**src/rtl/mest_pro_result_buf.sv**
```systemverilog
// Result collection buffer behind the processor core: a FWFT FIFO of {carry, zero, result}
// with a run lifecycle (start -> collect -> drain -> done) for the host read side.
module mest_pro_result_buf #(
  parameter int DEPTH  = 8,
  parameter int DATA_W = 8
) (
  input  logic                     clk,
  input  logic                     i_reset_n,
  input  logic                     i_start,
  input  logic                     i_valid_result,
  input  logic [DATA_W-1:0]        i_result,
  input  logic                     i_carry,
  input  logic                     i_zero_flag,
  input  logic                     i_all_done,
  output logic                     o_rd_valid,
  input  logic                     i_rd_ready,
  output logic [DATA_W+1:0]        o_rd_data,
  output logic [$clog2(DEPTH):0]   o_count,
  output logic                     o_full,
  output logic                     o_empty,
  output logic                     o_overflow,
  output logic [7:0]               o_total,
  output logic                     o_done
);

  // state   | meaning
  // IDLE    | waiting for the first run after reset
  // COLLECT | accepting core results
  // DRAIN   | core finished, host emptying the buffer
  // DONE    | run complete and buffer drained

  localparam int AW = $clog2(DEPTH);
  localparam int CW = AW + 1;
  localparam int EW = DATA_W + 2;

  typedef enum logic [1:0] {S_IDLE, S_COLLECT, S_DRAIN, S_DONE} state_t;

  state_t          state, state_nxt;
  logic [EW-1:0]   mem [DEPTH];
  logic [AW-1:0]   wr_ptr, rd_ptr, rd_ptr_nxt;
  logic [CW-1:0]   count, count_nxt;
  logic            overflow;
  logic [7:0]      total;
  logic [EW-1:0]   rd_data;
  logic [EW-1:0]   wr_entry;
  logic            pop, push_req, push_ok, drop, start_clr;

  always_comb begin
    wr_entry   = {i_carry, i_zero_flag, i_result};
    pop        = (count != '0) && i_rd_ready;
    push_req   = (state == S_COLLECT) && i_valid_result;
    // A full FIFO still takes a result when the host frees a slot in the same cycle.
    push_ok    = push_req && ((count != CW'(DEPTH)) || pop);
    drop       = push_req && !push_ok;
    start_clr  = i_start && ((state == S_IDLE) || (state == S_DONE));
    rd_ptr_nxt = pop ? rd_ptr + AW'(1) : rd_ptr;
    count_nxt  = count;
    if (push_ok && !pop)
      count_nxt = count + CW'(1);
    else if (!push_ok && pop)
      count_nxt = count - CW'(1);
  end

  always_comb begin
    state_nxt = state;
    case (state)
      S_IDLE:    if (i_start)          state_nxt = S_COLLECT;
      S_COLLECT: if (i_all_done)       state_nxt = S_DRAIN;
      S_DRAIN:   if (count_nxt == '0)  state_nxt = S_DONE;
      S_DONE:    if (i_start)          state_nxt = S_COLLECT;
      default:                         state_nxt = S_IDLE;
    endcase
  end

  always_ff @(posedge clk) begin
    if (push_ok)
      mem[wr_ptr] <= wr_entry;
  end

  always_ff @(posedge clk or negedge i_reset_n) begin
    if (!i_reset_n) begin
      state    <= S_IDLE;
      wr_ptr   <= '0;
      rd_ptr   <= '0;
      count    <= '0;
      overflow <= 1'b0;
      total    <= '0;
      rd_data  <= '0;
    end else begin
      state <= state_nxt;
      if (start_clr) begin
        wr_ptr   <= '0;
        rd_ptr   <= '0;
        count    <= '0;
        overflow <= 1'b0;
        total    <= '0;
      end else begin
        if (push_ok)
          wr_ptr <= wr_ptr + AW'(1);
        rd_ptr <= rd_ptr_nxt;
        count  <= count_nxt;
        if (drop)
          overflow <= 1'b1;
        if (push_ok && (total != 8'hFF))
          total <= total + 8'd1;
        // Head register: forward the entry being written when it becomes the new head.
        if (count_nxt != '0)
          rd_data <= (push_ok && (rd_ptr_nxt == wr_ptr)) ? wr_entry : mem[rd_ptr_nxt];
      end
    end
  end

  assign o_rd_valid = (count != '0);
  assign o_rd_data  = rd_data;
  assign o_count    = count;
  assign o_full     = (count == CW'(DEPTH));
  assign o_empty    = (count == '0);
  assign o_overflow = overflow;
  assign o_total    = total;
  assign o_done     = (state == S_DONE);

endmodule

```
**config.mk**
```make
export PLATFORM = sky130hd
export DESIGN_NAME = mest_pro_result_buf
export DESIGN_NICKNAME = d
export VERILOG_FILES = /design/src/rtl/mest_pro_result_buf.sv
export SDC_FILE = /design/constraint.sdc
export NUM_CORES = 1
export LEC_CHECK = 0
export ABC_CLOCK_PERIOD_IN_PS = 7050
export CAP_MARGIN = 20
export CORE_MARGIN = 2
export CORE_UTILIZATION = 50
export DETAILED_ROUTE_END_ITERATION = 12
export GPL_TIMING_DRIVEN = 0
export PLACE_DENSITY_LB_ADDON = 0.2
export SLEW_MARGIN = 20
export SYNTH_ARGS = -nofsm -noshare
export SYNTH_HDL_FRONTEND = slang
export SYNTH_SLANG_ARGS = --single-unit
```
**constraint.sdc**
```tcl
create_clock -name clk -period 7.05 [get_ports clk]
set_clock_uncertainty 0.15 [all_clocks]
set_input_delay 0.705 -clock clk [delete_from_list [all_inputs] [get_ports clk]]
set_output_delay 0.705 -clock clk [all_outputs]
set_load 0.02 [all_outputs]
```
# [Word-level counts from Yosys, hierarchy flattened]
# Memory sizes are Yosys's and may differ from the RTL's. A register that Yosys moved wholly into a read port is not among the register bits.
# Index checks and enable logic that the tools add are counted.
# Widths: inputs -> output; s select.
[word_totals] ff_bits=21 latch_bits=0 mem_bits_rw=80 rom_bits=0 input_bits=16 mem_count=1
[mem_list] memory="mem" depth=8 width=10 rd=1 rd_ports_with_merged_regs=1 write_ports=1 line_no="39" text="logic [EW-1:0] mem [DEPTH];"
[op_classes] n_addsub=5 multipliers=0 n_div=0 order_cmp=0 eq_ne=9 shift=0 mux=17 bitwise=1 reduce_logical=24
[ops] operator="$mux 8" count=2
[ops] operator="$mux 3" count=4
[ops] operator="$mux 4" count=3
[ops] operator="$add 8x1->8 const B" count=1
[ops] operator="$logic_and 1x1->1" count=8
[ops] operator="$logic_not 4->1" count=2
[ops] operator="$ne 8x8->1 const B" count=1
[ops] operator="$reduce_bool 4->1" count=2
[ops] operator="$add 3x1->3 const B" count=2
[ops] operator="$mux 2" count=3
[ops] operator="$pmux 2 s3" count=1
[ops] operator="$reduce_bool 2->1" count=3
[ops] operator="$add 4x1->4 const B" count=1
[ops] operator="$eq 2x2->1 const B" count=2
[ops] operator="$eq 4x4->1 const B" count=1
[ops] operator="$mux 1" count=4
[ops] operator="$ne 2x2->1 const B" count=2
[ops] operator="$ne 4x4->1 const B" count=1
[ops] operator="$sub 4x1->4 const B" count=1
[ops] operator="$logic_not 1->1" count=3
[ops] operator="$reduce_and 3->1" count=1
[ops] operator="$eq 2x1->1 const B" count=1
[ops] operator="$logic_not 2->1" count=1
[ops] operator="$logic_or 1x1->1" count=2
[ops] operator="4 further kinds" count=4

# [Longest topological paths before layout]
# Gate-level depths: netlist of the first run.
[depth] word_depth=11 ltp_mapped=11 depth_no_buf=9

# [Worst setup path after synthesis of the first run]
# OpenSTA, ideal clock, no wires.
[synth_path] kind="register to register" startpoint="register count[0], in the netlist o_count[0]" endpoint="memory mem[0][0] (netlist bit) (enable)" setup_ns=0.404 arrival_time_ns=2.416 setup_slack_ns=4.080 path_stages_with_launch=7 n_path_buf=1 path_cell_list="dfrtp_1 -> inv_1 -> ha_1 -> nor4bb_1 -> or2_1 -> clkbuf_1 -> nor4_1"
[synth_via] elab_chain_len=6 elab_cells_between_ends=7
[synth_lines] item="start, declared" line_no="41" text="logic [CW-1:0] count, count_nxt;"
[synth_lines] item="start signal, assigned" line_no="101" text="count <= count_nxt;"
[synth_lines] item="$reduce_bool 4->1" line_no="50" text="pop = (count != '0) && i_rd_ready;"
[synth_lines] item="$logic_and 1x1->1" line_no="50"
[synth_lines] item="$logic_or 1x1->1 *" line_no="53" text="push_ok = push_req && ((count != CW'(DEPTH)) || pop);"
[synth_lines] item="$logic_and 1x1->1 *" line_no="53"
[synth_lines] item="$mux 1 *" line_no="76" text="if (push_ok)"
[synth_lines] item="$mux 1 (implied by the code) *" line_no="77" text="mem[wr_ptr] <= wr_entry;"
[synth_lines] item="end, declared" line_no="39"
# Mark *: on every way between the ends. The rest lies on a longest branch, timed or not.

# [Final worst setup path of the first run]
[layout_path] startpoint="register count[0], in the netlist o_count[0]" endpoint="register rd_data[3], in the netlist o_rd_data[3] (read register of mem)"
[layout_via] elab_chain_len=10 elab_cells_between_ends=16
[layout_lines] item="$reduce_bool 4->1" line_no="50"
[layout_lines] item="$logic_and 1x1->1" line_no="50"
[layout_lines] item="$logic_or 1x1->1" line_no="53"
[layout_lines] item="$logic_and 1x1->1" line_no="53"
[layout_lines] item="$logic_not 1->1" line_no="60" text="else if (!push_ok && pop)"
[layout_lines] item="$logic_and 1x1->1" line_no="60"
[layout_lines] item="$mux 4" line_no="60"
[layout_lines] item="$mux 4" line_no="58" text="if (push_ok && !pop)"
[layout_lines] item="$reduce_bool 4->1" line_no="107" text="if (count_nxt != '0)"
[layout_lines] item="$reduce_and 2->1 (no line)"
[layout_lines] item="end, declared" line_no="44" text="logic [EW-1:0] rd_data;"
# Parallel ways exist; a longest one is shown, timed or not.
# A chain may end at the register's enable or synchronous reset.

==> results of run 1 <==
[cells by family after synthesis]
kind of cell	synth area share, %
AOI/OAI and AO/OA	19.67
xor gates and xnor gates	1.588
adders and majority gates	1.815
buffers and inverters	3.517
DFF	57.64
muxes	7.443
and+or+nand+nor	8.328
[how the worst min path moves through the flow]
stage / startpoint / end / slack, ns / cells after the start
2_1_floorplan: i_reset_n / o_count[0] / 0.26 / 0
3_3_place_gp: o_overflow / o_overflow / 0.33 / 2
3_5_place_dp: o_overflow / o_overflow / 0.35 / 2
4_1_cts: i_reset_n / o_total[6] / 0.23 / 1
5_1_grt: i_reset_n / o_total[6] / 0.26 / 1
6_report: i_reset_n / o_total[6] / 0.21 / 1
[cell usage after synthesis, drive strengths merged (2+ instances only)]
cell type and number:
xor2 5, o221ai 37, nand3 5, o211a 2, nor2b 2, xnor2 5, buf 16, and3b 3
or3 3, a221o 18, a2111oi 3, dfrtp 31, a211oi 16, and3 6, nand2b 3, o21a 2
clkbuf 14, nand4 3, o21ai 13, inv 10, a211o 2, nor4 2, mux2i 41, edfxtp 80
clkinv 2, a21oi 28, nor2 19, ha 8, o31ai 9, and2 2, nor3 18, o211ai 2
a21boi 2, nand2 11, nor4bb 2
[per-stage QoR]
step	cell area [um^2]	hold WS, ns	setup WS, ns
after detailed placement	6163	0.3457	3.469
after global placement	6110	0.3332	3.172
after global routing	6361	0.2646	3.471
after floorplan	5514	0.2594	4.080
after CTS	6361	0.2320	3.727
final	6361	0.2118	3.688
[routing by layer]
metal	track usage, %	part of all wire, %	up-vias
met4	8.883	1.8	0
met3	2.929	6.8	20
met5	0	0	-
met1	34.88	45	2002
met2	36.16	47	173
li1	-	-	1878
[flip-flops by register name (all words and copies together), names as in the netlist]
signal	count
mem	80
o_count	4
o_overflow	1
o_rd_data	10
o_total	8
rd_ptr	3
state	2
wr_ptr	3
[worst reg2reg max path, delay by kind of cell, from the launching register on]
| family | cells | cell delay [ns] |
|---|---|---|
| AOI/OAI and AO/OA | 5 | 1.11 |
| adders and majority gates | 1 | 0.30 |
| buffers and inverters | 4 | 0.90 |
| DFF | 1 | 0.53 |
| and+or+nand+nor | 1 | 0.29 |
[layout make-up]
| cell class | instances | area (um^2) |
|---|---|---|
| clock inverters | 5 | 56.30 |
| inverters | 12 | 45.04 |
| fillers | 866 | 4432 |
| clock buffers | 11 | 141.4 |
| multi-input cells | 283 | 2173 |
| well taps | 140 | 175.2 |
| plain buffers | 30 | 148.9 |
| repair buffers | 46 | 442.9 |
| flip-flops and latches | 111 | 3178 |
[power by group]
| part | switching, mW | internal, mW | leakage, nW |
|---|---|---|---|
| clock network | 0.214 | 0.175 | 0.101 |
| registers | 0.0620 | 0.790 | 1.12 |
| logic | 0.746 | 0.513 | 1.03 |
| total | 1.02 | 1.48 | 2.26 |
==> qor.yml, run 1 <==
end_kind: "flip-flop"
num_antenna_cells: 0
final-instance-count-excl-fill: 638
setup_viol: 0
syn_avg_cell_area_um2: 12.65
rr_endpoint: "o_rd_data[3]"
netlist_instances: 436
synth_area_um2: 5514
final_cell_mix: "80 x edfxtp_1, 41 x mux2i_1, 41 x clkdlybuf4s50_1"
cp.required_ns: 7.19
grt-ovfl-total: 0
cts_resized: 0
cts-htree-levels: 3
r2r_start: "o_count[0]"
layout_commonest_cell: "edfxtp_1"
cts_tree: "built"
grt_pass1_vias: 3845
dpl.hpwl_um: 9399
synth_ff_type: "edfxtp_1"
gp_congestion: 0.8903
synth_edf_count: 80
power.total_mw: 2.500
cts_root_buffer: "clkbuf_8"
core_area_um2: 10790
drt_wl_total_um: 13520
initial_utilization_pct: 51.09
async_flop_share_pct: 27.93
die_y_um: 109.0
power_density_nw_per_um2: 393.1
antenna_found_initial: 0
critPathLaunch: "o_count[0]"
grt_pass1_wl_um: 20710
worstPathArrival_ns: 3.50
drt_iter0_markers: 382
cts_buffers: 9
io-pin-count: 43
seq_area_frac_synth_pct: 57.64
synth.top_cell.area_share_pct: 43.57
ant_nets: 0
syn2layout_area_growth_pct: 15.36
ys_warn_count: 0
clk_latency_ns: 0.38
vdd_drop_max_mv: 0.1663
synth_nets: 460
cp_top_family: "compound AO/OA/AOI/OAI gates"
cts_setup_buffers: 0
cp_num_buf_inv: 4
drtPass1Iterations: 7
fmax_ghz: 0.2974
layout_min_cycle_time_ns: 3.362
ctsLongestPathBuffers: 2
r2r_setup_slack_ns: 3.69
num_vias: 4073
r2r_cells: 11
crit_chain: "inv_1 -> ha_1 -> or3b_4 -> inv_2 -> o21ai_1 -> buf_2 -> buf_1 -> o221ai_1 -> a21oi_1 -> a211oi_1 -> o31ai_1"
fin_crit_sh_pct: 47.69
routedWlPerCell_um: 21.18
fin_util_pct: 58.94
report.final.slew_viol_count: 0
p_leak_nw: 2.256
status: "complete, no violations"
cp-endpoint: "o_rd_data[3]"
ys_top_cells_by_area: "edfxtp_1 44%, dfrtp_1 14%, mux2i_1 7.4%, o221ai_1 5.7%, a221o_1 3.3%"
hp-class: "in -> async"
crit_slowest_cell: "dfrtp_1"
finalSetupTns_ns: 0
dp_cells: 622
clkTransAtPathRegs_ns: 0.11
die-width_um: 109.0
slowest_delay_ns: 0.53
worstPathMaxFanout: 10
final_nets: 517
hold_viol: 0
clock_sinks: 111
synth_top_area_cell: "edfxtp_1"
synth-seq-cells: 111
grt_max_degree: 32
drive_above_1_share_pct: 10.04
drcViolationCount: 0
die_area_um2: 11880
worstMarginPinSlew_ns: 0.9933
rsz0062_at_grt: "false"
slew-limit-headroom_pct: 33.54
crit_type: "reg -> reg"
port_buffers: 42
postCtsHoldBufs: 0
post_synth_num_cell_types: 58
drv_cap: 0
track_usage_pct: 23.73
num_rows: 38
startpoint_type: "flip-flop"
cp.depth: 11
vias_per_cell: 6.384
No activity file was read; power rests on OpenSTA's default activity.
==> run 2, diff against run 1 <==
Settings changed: ABC_CLOCK_PERIOD_IN_PS 7050 to 3300.
Clock period 7.05 ns to 3.3 ns, I/O delays scaled along.
==> run 2 against run 1 <==
  * Setup slack worse by 3.5 ns
  * Clock power up 110%
  * Total power up 120%
  * Fmax up 7.0%
  * Core utilization rose by 0.58 points
  * Sequential power up 110%
  * Critical endpoint is now o_rd_data[5]
==> qor.yml, run 2 (same netlist as run 1, synthesis figures left out) <==
worstPathMaxFanout: 10
vias_per_cell: 6.364
busiest_layer: "met2"
r2r_start: "o_count[0]"
rsz0062_at_grt: "false"
cts_root_buffer: "clkbuf_8"
antenna_found_initial: 0
dpl.hpwl_um: 9399
die-width_um: 109.0
gp_congestion: 0.8903
initial_utilization_pct: 51.09
drive_above_1_share_pct: 11.55
largest_register_ffs: 80
final_nets: 521
ctsLongestPathBuffers: 2
cp.required_ns: 3.42
drv_cap: 0
clock_sinks: 111
layout_commonest_cell: "edfxtp_1"
clkTransAtPathRegs_ns: 0.10
drt_wl_total_um: 13730
clk_latency_ns: 0.38
fill_cells: 856
num_rows: 38
die_area_um2: 11880
track_usage_pct: 23.79
cp-endpoint: "o_rd_data[5]"
rr_endpoint: "o_rd_data[5]"
fin_util_pct: 59.52
worstMarginPinSlew_ns: 0.9899
r2r_setup_slack_ns: 0.16
num_vias: 4086
r2r_cells: 10
crit_type: "reg -> reg"
die_y_um: 109.0
crit_slowest_cell: "dfrtp_2"
cts-htree-levels: 3
end_kind: "flip-flop"
layout_min_cycle_time_ns: 3.143
startpoint_type: "flip-flop"
setup_viol: 0
drt_iter0_markers: 388
grt_max_degree: 32
fmax_ghz: 0.3182
hold_ws_ns: 0.3643
io-pin-count: 43
p_leak_nw: 2.286
grt_pass1_wl_um: 20740
ant_nets: 0
fin_crit_sh_pct: 95.24
core_area_um2: 10790
num_antenna_cells: 0
cts_buffers: 9
met1_usage_pct: 34.80
slowest_delay_ns: 0.48
cts_tree: "built"
critPathLaunch: "o_count[0]"
worstPathArrival_ns: 3.26
crit_chain: "inv_1 -> ha_1 -> or3b_4 -> inv_2 -> o211a_1 -> clkbuf_1 -> a221o_1 -> a21oi_1 -> a211oi_1 -> o31ai_1"
status: "complete, no violations"
report.final.slew_viol_count: 0
grt-ovfl-total: 0
hp-class: "reg -> reg"
slew-limit-headroom_pct: 33.76
final_cell_mix: "80 x edfxtp_1, 41 x mux2i_1, 41 x clkdlybuf4s50_1"
grt_pass1_vias: 3844
hold_viol: 0
min_delay_path_depth: 2
drcViolationCount: 0
min_from: "o_overflow"
power_density_nw_per_um2: 842.2
top_register: "mem"
syn2layout_area_growth_pct: 16.50
vdd_drop_max_mv: 0.3605
routedWlPerCell_um: 21.39
gr-usage-met2_pct: 36.42
drtPass1Iterations: 6
port_buffers: 42
grt_use_met3_pct: 2.929
run 2: through the flow:
stage	TNS (ns)	power [mW]	worst slack, ns	instance area (um^2)	instances
3_5_place_dp	0	4.510	0.03969	6163	622
5_1_grt	0	5.687	0.01736	6424	642
3_3_place_gp	-4.382	4.430	-0.2455	6110	618
6_report	0	5.410	0.1571	6424	642
4_1_cts	0	5.315	0.02446	6367	638
2_1_floorplan	0	3.665	0.3303	5514	436
run 2: power by group:
group | internal [mW] | switching (mW) | total [mW]
Sequential | 1.69 | 0.135 | 1.83
Clock | 0.373 | 0.460 | 0.833
Combinational | 1.13 | 1.62 | 2.75
run 2: repair_timing:
action,4_1_cts,5_1_grt
hold buffers,1,0
gates resized for setup,0,8
setup endpoints to repair,1,21
pin swaps,0,3
buffers inserted,0,4
hold endpoints to repair,31,0
run 2: critical path, delay by kind of cell, from the launching register on:
kind / cells / cell delay (ns)
compound gates: 5 / 0.96
buf+inv: 3 / 0.70
flops: 1 / 0.48
simple gates: 1 / 0.43
fa+ha+maj: 1 / 0.29
run 2: area by class of cell:
| class | count | area [um^2] | area share (%) |
|---|---|---|---|
| well taps | 140 | 175.2 | 2.727 |
| clock buffers | 11 | 141.4 | 2.201 |
| repair buffers | 51 | 483.0 | 7.519 |
| inverters | 12 | 45.04 | 0.7012 |
| clock inverters | 5 | 56.30 | 0.8765 |
| multi-input cells | 283 | 2196 | 34.18 |
| flip-flops and latches | 111 | 3181 | 49.51 |
| plain buffers | 29 | 146.4 | 2.279 |
run 2: metal layers:
layer  part of all wire [%]  up-vias
met5                      0        -
met4                    2.0        0
met3                    7.9       22
met2                     47      189
met1                     43     1991
li1                       -     1884
run 2: worst min-delay path by stage:
stage	slack [ns]	endpoint
6_report	0.36	o_overflow
5_1_grt	0.41	o_overflow
4_1_cts	0.36	o_overflow
3_5_place_dp	0.26	o_total[6]
3_3_place_gp	0.33	o_overflow
2_1_floorplan	-0.12	o_count[0]
